**config.mk**
```make
export PLATFORM = sky130hd
export DESIGN_NAME = brush_stamp_engine
export DESIGN_NICKNAME = d
export VERILOG_FILES = /design/src/rtl/paint_pkg.sv /design/src/rtl/stamp_fifo.sv /design/src/rtl/brush_stamp_engine.sv
export SDC_FILE = /design/constraint.sdc
export NUM_CORES = 1
export LEC_CHECK = 0
export CORE_MARGIN = 2
export CORE_UTILIZATION = 40
export CTS_BUF_LIST = sky130_fd_sc_hd__clkbuf_16
export DETAILED_ROUTE_END_ITERATION = 10
export SYNTH_ARGS = -nofsm -noshare
export SYNTH_HDL_FRONTEND = slang
export SYNTH_HIERARCHICAL = 1
export SYNTH_SLANG_ARGS = --single-unit
export TNS_END_PERCENT = 100
```
**constraint.sdc**
```tcl
create_clock -name clk -period 2.5 [get_ports clk]
set_input_delay 0.5 -clock clk [delete_from_list [all_inputs] [get_ports clk]]
set_output_delay 0.5 -clock clk [all_outputs]
set_load 0.02 [all_outputs]
```
**src/rtl/paint_pkg.sv**
```systemverilog
// paint_pkg: shared types for the cursor-point to frame-store brush path.
// Point coordinates are carried at PT_COORD_W bits inside point_t.
package paint_pkg;

    localparam int PT_COORD_W = 8;

    // 3-bit palette code; code 0 is black.
    typedef logic [2:0] color_t;

    localparam color_t ERASE_COLOR = 3'd0;

    typedef enum logic [1:0] {
        IDLE  = 2'd0,
        LOAD  = 2'd1,
        STAMP = 2'd2
    } stamp_state_t;

    typedef struct packed {
        logic [PT_COORD_W-1:0] x;
        logic [PT_COORD_W-1:0] y;
        color_t                color;
        logic                  erase;
    } point_t;

    // Color actually written for a point: erase overrides the requested color.
    function automatic color_t stamp_color(input point_t p);
        return p.erase ? ERASE_COLOR : p.color;
    endfunction

endpackage

```
**src/rtl/stamp_fifo.sv**
```systemverilog
// stamp_fifo: small synchronous point FIFO with full/empty flags.
// Push and pop in the same cycle are both honoured. The head is read
// combinationally so the consumer can latch it in the cycle it pops.
module stamp_fifo
    import paint_pkg::*;
#(
    parameter int DEPTH = 4
) (
    input  logic   clk,
    input  logic   reset,
    input  logic   push,
    input  point_t push_data,
    input  logic   pop,
    output point_t head,
    output logic   full,
    output logic   empty
);

    localparam int AW = $clog2(DEPTH);

    point_t      mem [DEPTH];
    logic [AW:0] wr_ptr_reg;
    logic [AW:0] rd_ptr_reg;
    logic        do_push;
    logic        do_pop;

    assign do_push = push && !full;
    assign do_pop  = pop && !empty;
    assign empty   = (wr_ptr_reg == rd_ptr_reg);
    assign full    = (wr_ptr_reg[AW] != rd_ptr_reg[AW]) &&
                     (wr_ptr_reg[AW-1:0] == rd_ptr_reg[AW-1:0]);
    assign head    = mem[rd_ptr_reg[AW-1:0]];

    // Entry storage; contents need no reset because the pointers gate them.
    always_ff @(posedge clk) begin
        if (do_push) begin
            mem[wr_ptr_reg[AW-1:0]] <= push_data;
        end
    end

    // Read/write pointers with an extra wrap bit to tell full from empty.
    always_ff @(posedge clk) begin
        if (reset) begin
            wr_ptr_reg <= '0;
            rd_ptr_reg <= '0;
        end else begin
            if (do_push) begin
                wr_ptr_reg <= wr_ptr_reg + 1'b1;
            end
            if (do_pop) begin
                rd_ptr_reg <= rd_ptr_reg + 1'b1;
            end
        end
    end

endmodule

```
**src/rtl/brush_stamp_engine.sv**
```systemverilog
// brush_stamp_engine: queues cursor points and expands each into a
// (2R+1)x(2R+1) brush stamp, clipped to the canvas, written one pixel per
// cycle to the frame store. Define ROUND_BRUSH_EN to skip offsets outside
// the rounded brush (dx*dx+dy*dy > R*R+R); otherwise the full square is used.
module brush_stamp_engine
    import paint_pkg::*;
#(
    parameter int COORD_W    = PT_COORD_W,
    parameter int X_MAX      = 159,
    parameter int Y_MAX      = 119,
    parameter int RADIUS     = 1,
    parameter int FIFO_DEPTH = 4
) (
    input  logic               clk,
    input  logic               reset,
    input  logic               pt_valid,
    output logic               pt_ready,
    input  logic [COORD_W-1:0] pt_x,
    input  logic [COORD_W-1:0] pt_y,
    input  color_t             pt_color,
    input  logic               pt_erase,
    output logic               wr_en,
    input  logic               wr_ready,
    output logic [COORD_W-1:0] wr_x,
    output logic [COORD_W-1:0] wr_y,
    output color_t             wr_color,
    output logic               busy
);

    localparam int SW = COORD_W + 2;
    localparam logic signed [3:0]    R_POS = 4'(RADIUS);
    localparam logic signed [3:0]    R_NEG = -R_POS;
    localparam logic signed [SW-1:0] X_LIM = SW'(X_MAX);
    localparam logic signed [SW-1:0] Y_LIM = SW'(Y_MAX);

    stamp_state_t         state_reg;
    stamp_state_t         state_next;
    point_t               push_data;
    point_t               fifo_head;
    point_t               work_reg;
    logic                 fifo_full;
    logic                 fifo_empty;
    logic                 fifo_push;
    logic                 fifo_pop;
    logic signed [3:0]    dx_reg;
    logic signed [3:0]    dy_reg;
    logic signed [SW-1:0] px;
    logic signed [SW-1:0] py;
    logic                 in_canvas;
    logic                 in_brush;
    logic                 pix_on;
    logic                 out_stall;
    logic                 issue;
    logic                 last_off;
    logic                 wr_en_reg;
    logic [COORD_W-1:0]   wr_x_reg;
    logic [COORD_W-1:0]   wr_y_reg;
    color_t               wr_color_reg;

    assign push_data = '{x: pt_x, y: pt_y, color: pt_color, erase: pt_erase};
    assign fifo_push = pt_valid && !fifo_full;
    assign pt_ready  = !fifo_full;

    stamp_fifo #(
        .DEPTH (FIFO_DEPTH)
    ) u_fifo (
        .clk       (clk),
        .reset     (reset),
        .push      (fifo_push),
        .push_data (push_data),
        .pop       (fifo_pop),
        .head      (fifo_head),
        .full      (fifo_full),
        .empty     (fifo_empty)
    );

    // Pixel address of the current offset, signed so left/top clipping is a sign test.
    assign px = $signed({2'b00, work_reg.x}) + {{(SW-4){dx_reg[3]}}, dx_reg};
    assign py = $signed({2'b00, work_reg.y}) + {{(SW-4){dy_reg[3]}}, dy_reg};
    assign in_canvas = !px[SW-1] && (px <= X_LIM) && !py[SW-1] && (py <= Y_LIM);

`ifdef ROUND_BRUSH_EN
    localparam logic signed [7:0] R2_LIM = 8'(RADIUS * RADIUS + RADIUS);
    logic signed [7:0] dx_w;
    logic signed [7:0] dy_w;
    logic signed [7:0] dist2;
    assign dx_w     = {{4{dx_reg[3]}}, dx_reg};
    assign dy_w     = {{4{dy_reg[3]}}, dy_reg};
    assign dist2    = dx_w * dx_w + dy_w * dy_w;
    assign in_brush = (dist2 <= R2_LIM);
`else
    assign in_brush = 1'b1;
`endif

    assign pix_on    = in_canvas && in_brush;
    // A presented pixel the frame store has not taken blocks the scan.
    assign out_stall = wr_en_reg && !wr_ready;
    assign issue     = (state_reg == STAMP) && !out_stall;
    assign last_off  = (dx_reg == R_POS) && (dy_reg == R_POS);

    // Next-state logic; LOAD is the only state that pops the FIFO.
    always_comb begin
        state_next = state_reg;
        fifo_pop   = 1'b0;
        case (state_reg)
            IDLE: begin
                if (!fifo_empty) begin
                    state_next = LOAD;
                end
            end
            LOAD: begin
                fifo_pop   = 1'b1;
                state_next = STAMP;
            end
            STAMP: begin
                if (issue && last_off) begin
                    state_next = fifo_empty ? IDLE : LOAD;
                end
            end
            default: state_next = IDLE;
        endcase
    end

    // State register.
    always_ff @(posedge clk) begin
        if (reset) begin
            state_reg <= IDLE;
        end else begin
            state_reg <= state_next;
        end
    end

    // Working point and row-major offset scan (dx inner, dy outer).
    always_ff @(posedge clk) begin
        if (reset) begin
            work_reg <= '0;
            dx_reg   <= '0;
            dy_reg   <= '0;
        end else if (state_reg == LOAD) begin
            work_reg <= fifo_head;
            dx_reg   <= R_NEG;
            dy_reg   <= R_NEG;
        end else if (issue) begin
            if (dx_reg == R_POS) begin
                dx_reg <= R_NEG;
                dy_reg <= dy_reg + 4'sd1;
            end else begin
                dx_reg <= dx_reg + 4'sd1;
            end
        end
    end

    // Registered write port; held while the frame store stalls, cleared once drained.
    always_ff @(posedge clk) begin
        if (reset) begin
            wr_en_reg    <= 1'b0;
            wr_x_reg     <= '0;
            wr_y_reg     <= '0;
            wr_color_reg <= '0;
        end else if (issue) begin
            wr_en_reg <= pix_on;
            if (pix_on) begin
                wr_x_reg     <= px[COORD_W-1:0];
                wr_y_reg     <= py[COORD_W-1:0];
                wr_color_reg <= stamp_color(work_reg);
            end
        end else if (wr_ready) begin
            wr_en_reg <= 1'b0;
        end
    end

    assign wr_en    = wr_en_reg;
    assign wr_x     = wr_x_reg;
    assign wr_y     = wr_y_reg;
    assign wr_color = wr_color_reg;
    assign busy     = !fifo_empty || (state_reg != IDLE) || wr_en_reg;

endmodule

```
==> results of run 1 <==
## stage by stage
stage                     hold slack [ns]   TNS, ns  std cells  utilization [%]
final                               0.458  -0.00191        831             54.3
after floorplan                     0.435   -0.0550        510                -
after global routing                0.491     -1.11        831             54.3
after global placement              0.449   -0.0768        791             48.2
after detailed placement            0.449    -0.774        791             48.2
after CTS                           0.458         0        824             52.0
## cell families after synthesis
kind of cell    after synthesis
simple gates                148
flops                       138
compound gates              116
buf+inv                      36
fa+ha+maj                    29
mux                          27
xor+xnor                     16
## final cells by class
| class | instances | area, µm² |
|---|---|---|
| timing repair buffer | 101 | 970 |
| tap | 211 | 264 |
| clock inverter | 15 | 138 |
| inverter | 13 | 48.8 |
| multi-input combinational | 336 | 2900 |
| fill | 1271 | 6990 |
| sequential | 138 | 3570 |
| clock buffer | 17 | 425 |
## per-layer routing
layer	GRT usage, %	vias up	part of all wire [%]
met3	4.80	18	4.0
met1	23.2	2104	48
met2	25.4	98	47
met5	0	-	0
met4	5.63	0	1.3
li1	-	2135	-
## cell usage in the layout, fill, tap and decap left out, types with 5 or more instances in the layout
master            n
a21oi_1          40
a31oi_1           5
buf_12            5
buf_4            43
buf_6             7
clkbuf_16        17
clkdlybuf4s50_1  42
dfxtp_1          50
dfxtp_2           8
edfxtp_1         80
ha_1             20
ha_4              5
inv_1            16
mux4_2           20
nand2_1          52
nand2b_1          6
nand3_1           5
nand4_1          15
nor2_1           24
nor2b_1           7
nor3_1            7
nor3b_1           6
o211ai_1          6
o21a_1            5
o21ai_0          10
o21ai_1           5
xnor2_1           9
xor2_1            5
## worst register-to-register path: stages (launching register included)
cell,delay (ns)
dfxtp_2,0.33
ha_4,0.16
fa_2,0.39
a211oi_4,0.27
buf_4,0.16
nor2_4,0.04
xor2_2,0.18
nand4_1,0.13
nand3_2,0.15
buf_6,0.19
o31ai_1,0.25
a21oi_1,0.10
## how the worst min path moves through the flow
stage	start	endpoint	slack (ns)	cells past startpoint
after global placement	work_reg[3]	work_reg[3]	0.45	2
final	work_reg[1]	work_reg[1]	0.46	2
after global routing	work_reg[6]	work_reg[6]	0.49	2
after CTS	work_reg[1]	work_reg[1]	0.46	2
after detailed placement	work_reg[1]	work_reg[1]	0.45	2
after floorplan	work_reg[1]	wr_color[0]	0.43	2
## repair_timing
| item | 4_1_cts | 5_1_grt |
|---|---|---|
| buffers inserted | 1 | 4 |
| setup endpoints to repair | 20 | 22 |
| cloned | 0 | 3 |
| resized for setup | 11 | 66 |
| pin swaps | 4 | 25 |
## where the power goes
group          internal (W)  leakage (nW)  switching, W  total [W]
logic               0.00132          1.41       0.00149    0.00281
clock network       0.00145         0.278      0.000920    0.00237
registers           0.00281          1.21      0.000213    0.00302
==> flow_metrics.tcl, run 1 <==
set metrics [dict create \
    status "finished with violations" \
    failed_checks "setup timing" \
    post-place-ws_ns -0.0579 \
    rsz0062_at_grt "true" \
    clockBufferDepth 2 \
    drive_above_1_share_pct 27.4 \
    grt.total_usage_pct 16.7 \
    avgSynthCellArea_um2 12.4 \
    synthDominantCellAreaShare_pct 38.0 \
    synth_flop_cell "edfxtp_1" \
    critPathMaxFanout 5 \
    synth_compound_area_share_pct 12.4 \
    cap_violations 0 \
    ant_nets 0 \
    area_growth_pct 31.7 \
    rows 45 \
    synth_top_area_cell "edfxtp_1" \
    cts_sinks 138 \
    synth_top_family_by_area "compound AO/OA/AOI/OAI gates" \
    cts_buffers 17 \
    synthTopCellsByArea "edfxtp_1 38%, dfxtp_1 18%, mux4_2 7.1%, ha_1 5.3%, a21oi_1 3.5%" \
    critPathLaunch "work_reg[4]" \
    ys_seq_elements 138 \
    dp_hpwl_um 8940 \
    hp-class "reg -> reg" \
    synthAdderAreaFrac_pct 5.98 \
    cts_root_buf "clkbuf_16" \
    port_buffers 45 \
    end_kind "register" \
    ioPinCount 46 \
    fin_ws_ns -0.00191 \
    synthCells 510 \
    vias 4355 \
    power.density_nw_per_um2 985 \
    grt_pass1_vias 4266 \
    r2r_slack_ns -0.002 \
    core_um2 15300 \
    rr_worst_depth 11 \
    syn_nets 563 \
    cts_tree "done" \
    period_share_pct 100 \
    cp-start-kind "register" \
    synthSimpleGateAreaFrac_pct 11.9 \
    yosys_warnings 6 \
    stdcell_area_um2 8320 \
    drt_iter0_drc 185 \
    first_pass_iters 4 \
    path_cells "ha_4 > fa_2 > a211oi_4 > buf_4 > nor2_4 > xor2_2 > nand4_1 > nand3_2 > buf_6 > o31ai_1 > a21oi_1" \
    gp_congestion 0.870 \
    wl_per_cell_um 16.2 \
    cp.required_ns 2.77 \
    finalSetupViolCount 1 \
    synth.most_common_cell "edfxtp_1" \
    vias_per_cell 5.24 \
    grt_overflow_total 0 \
    rr_endpoint "wr_x[0]" \
    synth_edf_count 80 \
    worst_path_max_delay_cell "fa_2" \
    grt_pass1_wl_um 21300 \
    clk_latency_ns 0.42 \
    ys_seq_area_share_pct 56.4 \
    synthArstFlopShare_pct 0 \
    finalPower_w 0.00820 \
    finalCriticalPeriod_ns 2.50 \
    dieArea_um2 16800 \
    crit_family "compound AO/OA/AOI/OAI gates" \
    htreeDepth 4 \
    crit_path_end "wr_x[0]" \
    clk_pin_slew_ns 0.06 \
    syn_area_um2 6320 \
    grt_max_degree 38 \
    path_buf_inv 2 \
    critPathKind "reg -> reg" \
    worstPathArrival_ns 2.77 \
    synth_xor_area_share_pct 2.22 \
    worst_slew_pin_slew_ns 0.658 \
    cp_num_cells 11 \
    antennaDiodeCount 0 \
    die_height_um 130 \
    die_w_um 130 \
    place_area_um2 7380 \
    antenna_found_initial 0 \
    cp_slowest_stage_delay_ns 0.39 \
    nets 660 \
    muxShareOfSynthArea_pct 8.32 \
    peakVddDrop_uv 702 \
    hold_viol_final 0 \
    largest_register_ffs 80 \
    slew_headroom_pct 56.1 \
    wirelength_um 13500 \
    yosysUniqueCellTypes 64 \
    drc 0 \
    clock_skew_ns 0.00597 \
    clock.fmax_ghz 0.400 \
    start_util_pct 41.3 \
    slew_viol_final 0 \
    ctsHoldBuffers 0 \
    synth_commonest_cells "80 x edfxtp_1, 58 x dfxtp_1, 52 x nand2_1" \
    power_leakage_nw 2.90 \
    critical_path.reg2reg.startpoint "work_reg[4]" \
]
Power figures use the tool's default switching activity.
==> run 2: changes to the inputs <==
- clock period: 2.5 -> 2.75 ns (I/O delays scaled with it)
==> run 2 against run 1 <==
Effect of this change: power is 14% lower; largest power group unchanged; setup slack better by 0.077 ns; critical path depth is 2 lower; highest routed layer unchanged; die area stayed put; the flow now finishes without violations.
==> flow_metrics.tcl, run 2 (same netlist as run 1, synthesis figures left out) <==
set metrics [dict create \
    end_kind "register" \
    whs_ns 0.460 \
    grt_overflow_total 0 \
    clk_pin_slew_ns 0.06 \
    cts_tree "done" \
    cts_buffers 17 \
    rows 45 \
    combPwrFrac_pct 30.0 \
    path_cells "ha_2 > fa_2 > a211oi_1 > o21ai_0 > a22o_1 > and2_4 > o32a_2 > nand3_2 > mux2_2" \
    crit_path_end "wr_x[3]" \
    cp_num_cells 9 \
    critical_path.reg2reg.startpoint "work_reg[12]" \
    seqPwrFrac_pct 38.9 \
    wirelength_um 12800 \
    critPathLaunch "work_reg[12]" \
    rr_worst_depth 9 \
    cap_violations 0 \
    peakVddDrop_uv 512 \
    intPower_w 0.00480 \
    slew_viol_final 0 \
    ant_nets 0 \
    period_share_pct 97.3 \
    fin_setup_tns_ns 0 \
    clkPwrFrac_pct 31.2 \
    wl_per_cell_um 15.8 \
    net-switching-power_w 0.00222 \
    power.density_nw_per_um2 897 \
    drive_above_1_share_pct 19.1 \
    cts_sinks 138 \
    drt_iter0_drc 167 \
    area_growth_pct 24.0 \
    grt_pass1_vias 4205 \
    finalCriticalPeriod_ns 2.67 \
    die_w_um 130 \
    antenna_found_initial 0 \
    clock.fmax_ghz 0.374 \
    clk_latency_ns 0.41 \
    gp_congestion 0.841 \
    crit_family "compound AO/OA/AOI/OAI gates" \
    finalSetupViolCount 0 \
    slew_headroom_pct 57.7 \
    die_height_um 130 \
    critPathMaxFanout 4 \
    place_area_um2 7210 \
    grt_pass1_wl_um 21200 \
    htreeDepth 4 \
    largest_register_ffs 80 \
    first_pass_iters 4 \
    drc 0 \
    vias_per_cell 5.30 \
    sw_frac_of_total_pct 31.6 \
    cp-start-kind "register" \
    grt_max_degree 38 \
    dieArea_um2 16800 \
    vias 4291 \
    cp_slowest_stage_delay_ns 0.40 \
    layout_common_cells "80 x edfxtp_1, 57 x dfxtp_1, 52 x nand2_1" \
    clock_skew_ns 0.00794 \
    dp_hpwl_um 8840 \
    cts_root_buf "clkbuf_16" \
    antennaDiodeCount 0 \
    cp.required_ns 3.05 \
    r2r_slack_ns 0.08 \
    grt.total_usage_pct 16.3 \
    status "finished clean" \
    multi_input_area_um2 2640 \
    power_leakage_nw 2.76 \
    layout_commonest_cell "edfxtp_1" \
    hold_viol_final 0 \
    hp-class "reg -> reg" \
    register_area_um2 3560 \
    worstPathArrival_ns 2.97 \
    ioPinCount 46 \
    nets 638 \
    utilization_pct 51.2 \
    hp-start "work_reg[7]" \
    rr_endpoint "wr_x[3]" \
    worst_slew_pin_slew_ns 0.635 \
    clockBufferDepth 2 \
    nFillCells 1352 \
    worst_path_max_delay_cell "o32a_2" \
    core_um2 15300 \
    start_util_pct 41.3 \
    path_buf_inv 0 \
    stdcell_area_um2 7830 \
    critPathKind "reg -> reg" \
    port_buffers 45 \
]
==> run 2: changes by cell type in the layout (fill, tap and decap cells not counted), sizes merged <==
| cell | before | now |
|---|---|---|
| clkinvlp | 3 | 1 |
| inv | 18 | 17 |
| clkdlybuf4s50 | 42 | 43 |
| dlymetal6s2s | 1 | 0 |
| buf | 58 | 36 |
| clkinv | 5 | 8 |
==> run 2: area by class of cell <==
| cell class | count | area share [%] |
|---|---|---|
| Sequential cell | 138 | 45.5 |
| Multi-Input combinational cell | 336 | 33.7 |
| Timing Repair Buffer | 79 | 9.52 |
| Clock buffer | 17 | 5.43 |
| Tap cell | 211 | 3.37 |
| Clock inverter | 15 | 1.90 |
| Inverter | 13 | 0.623 |
==> run 2: tightest hold or removal path, delay by kind of cell, from the launching register on <==
kind            cells  cell delay [ns]
flops               1             0.31
simple gates        1             0.05
compound gates      1             0.05
==> run 2: worst min path at each step <==
stage / to / slack (ns) / depth (start not counted)
floorplan: wr_color[0] / 0.43 / 2
global placement: work_reg[0] / 0.45 / 2
detailed placement: work_reg[0] / 0.45 / 2
CTS: work_reg[0] / 0.46 / 2
global route: work_reg[3] / 0.48 / 2
finish: work_reg[7] / 0.46 / 2
==> run 2: metrics by stage <==
stage / worst slack [ns] / std cells / power [W]
2_1_floorplan: 0.00137 / 510 / 0.00411
3_3_place_gp: 0.0461 / 776 / 0.00479
3_5_place_dp: 0.0209 / 776 / 0.00484
4_1_cts: 0.00791 / 808 / 0.00706
5_1_grt: -0.00656 / 809 / 0.00744
6_report: 0.0752 / 809 / 0.00703
==> run 2: power groups by stage <==
stage          combinational [W]  clock (W)  sequential, W
6_report                 0.00211    0.00219        0.00273
5_1_grt                  0.00233    0.00234        0.00277
4_1_cts                  0.00210    0.00224        0.00273
3_5_place_dp             0.00208          0        0.00277
3_3_place_gp             0.00205          0        0.00274
2_1_floorplan            0.00133          0        0.00278
==> run 2: what timing repair did <==
action                     CTS  global route
setup buffers                0             1
hold buffers                 0             0
setup endpoints to repair    1            20
pin swaps                    0             3
cloned                       0             0
gates resized for setup      3            13
==> run 2: routing by layer <==
| layer | routed length [µm] | GRT usage, % |
|---|---|---|
| met2 | 5950 | 25.2 |
| met5 | 0 | 0 |
| met1 | 6100 | 22.9 |
| met3 | 590 | 4.02 |
| met4 | 119 | 5.12 |
==> run 3: changes to the inputs <==
- CORE_MARGIN: 2 -> 3
- CORE_UTILIZATION: 40 -> 55
- PLACE_DENSITY: unset -> 0.75
==> run 3 against run 2 <==
Effect of this change: global-route usage grew 4.4 points; maximum frequency shrank 0.92%; setup slack lost 0.025 ns; routed wire length shrank 2.0%; first-iteration DRC count grew 63%; clock skew grew 0.00053 ns; hold slack gained 0.00099 ns; critical path type unchanged; highest routed layer unchanged.
==> flow_metrics.tcl, run 3 (same netlist as run 1, synthesis figures left out) <==
set metrics [dict create \
    nets 635 \
    critPathLaunch "work_reg[12]" \
    rows 38 \
    hp-start "work_reg[8]" \
    cp.required_ns 3.06 \
    grt_max_degree 37 \
    gp_congestion 0.872 \
    finalSetupViolCount 0 \
    area_growth_pct 21.2 \
    clkPwrFrac_pct 28.5 \
    dp_cells 702 \
    status "finished clean" \
    grt.total_usage_pct 20.8 \
    worst_slew_pin_slew_ns 0.604 \
    hold_viol_final 0 \
    antennaDiodeCount 0 \
    largest_register_ffs 80 \
    clockBufferDepth 2 \
    core_um2 11000 \
    seqPwrFrac_pct 40.5 \
    sw_frac_of_total_pct 32.1 \
    intPower_w 0.00458 \
    cp-start-kind "register" \
    grt_overflow_total 0 \
    dieArea_um2 12800 \
    clk_pin_slew_ns 0.06 \
    layout_commonest_cell "edfxtp_1" \
    critPathKind "reg -> reg" \
    die_height_um 113 \
    slew_headroom_pct 59.7 \
    hp-class "reg -> reg" \
    drt_iter0_drc 273 \
    wl_per_cell_um 17.0 \
    clk_latency_ns 0.42 \
    layout_common_cells "80 x edfxtp_1, 57 x dfxtp_1, 52 x nand2_1" \
    cts_root_buf "clkbuf_16" \
    grt_pass1_wl_um 20700 \
    start_util_pct 57.3 \
    period_share_pct 98.2 \
    htreeDepth 4 \
    peakVddDrop_uv 756 \
    rr_worst_depth 10 \
    layoutNonFillerInstCount 735 \
    cts_sinks 138 \
    clock.fmax_ghz 0.370 \
    power_leakage_nw 2.72 \
    power.density_nw_per_um2 880 \
    combPwrFrac_pct 31.0 \
    drc 0 \
    end_kind "register" \
    port_buffers 45 \
    slew_viol_final 0 \
    antenna_found_initial 0 \
    clock_skew_ns 0.00846 \
    wirelength_um 12500 \
    hold_depth 2 \
    cts_buffers 17 \
    critPathMaxFanout 4 \
    first_pass_iters 4 \
    worstPathArrival_ns 3.01 \
    finalCriticalPeriod_ns 2.70 \
    die_w_um 113 \
    post-place-ws_ns 0.00792 \
    vias 4261 \
    ioPinCount 46 \
    critical_path.reg2reg.startpoint "work_reg[12]" \
    net-switching-power_w 0.00216 \
    grt_pass1_vias 4240 \
    whs_ns 0.461 \
    fin_ws_ns 0.0505 \
    ant_nets 0 \
    dp_hpwl_um 8410 \
    vias_per_cell 5.80 \
    drive_above_1_share_pct 17.8 \
    cts_tree "done" \
    cap_violations 0 \
]
==> run 3: worst paths after layout <==
check | end | slack, ns
max | wr_x[7] | 0.05
min | work_reg[8] | 0.46
max reg2reg | wr_x[7] | 0.05
min reg2reg | work_reg[8] | 0.46
==> run 3: power by group through the flow <==
stage	clock network, W	registers [W]	logic, W
floorplan	0	0.00278	0.00133
CTS	0.00195	0.00273	0.00206
finish	0.00192	0.00273	0.00209
detailed placement	0	0.00277	0.00204
global placement	0	0.00274	0.00200
global route	0.00205	0.00277	0.00230
==> run 3: final cells by class <==
type	instances	area [µm²]
inverter	13	48.8
multi-input combinational	336	2640
timing repair buffer	76	727
sequential	138	3560
tap	140	175
fill	774	3370
clock inverter	15	78.8
clock buffer	17	425
==> run 3: through the flow <==
stage	power, W	area, µm²	util (%)	TNS (ns)
finish	0.00674	7660	69.5	0
global route	0.00712	7660	69.5	-0.267
CTS	0.00674	7610	69.0	0
detailed placement	0.00481	7100	64.3	0
global placement	0.00474	7100	64.3	0
floorplan	0.00411	6320	-	0
==> run 3: what timing repair did <==
action	4_1_cts	5_1_grt
setup buffers	0	1
pin swaps	1	4
endpoints found under the setup margin	2	21
gates resized for setup	3	16
hold buffers	0	0
endpoints found under the hold margin	0	0
==> run 3: worst max-delay path, cell delays in order (launching register included) <==
cell	delay, ns
dfxtp_1	0.31
ha_2	0.21
fa_2	0.41
a21oi_2	0.22
a2bb2oi_2	0.18
a2bb2oi_1	0.10
a211oi_2	0.36
buf_4	0.18
o32a_2	0.15
nand3_2	0.13
mux2_1	0.34
==> run 3: layer usage <==
metal  track usage [%]  vias to the layer above  part of all wire, %
met5                 0                        -                    0
met4              8.17                        0                  1.0
met3              5.24                       15                  4.9
met2              33.5                       98                   50
met1              27.1                     2072                   44
li1                  -                     2076                    -
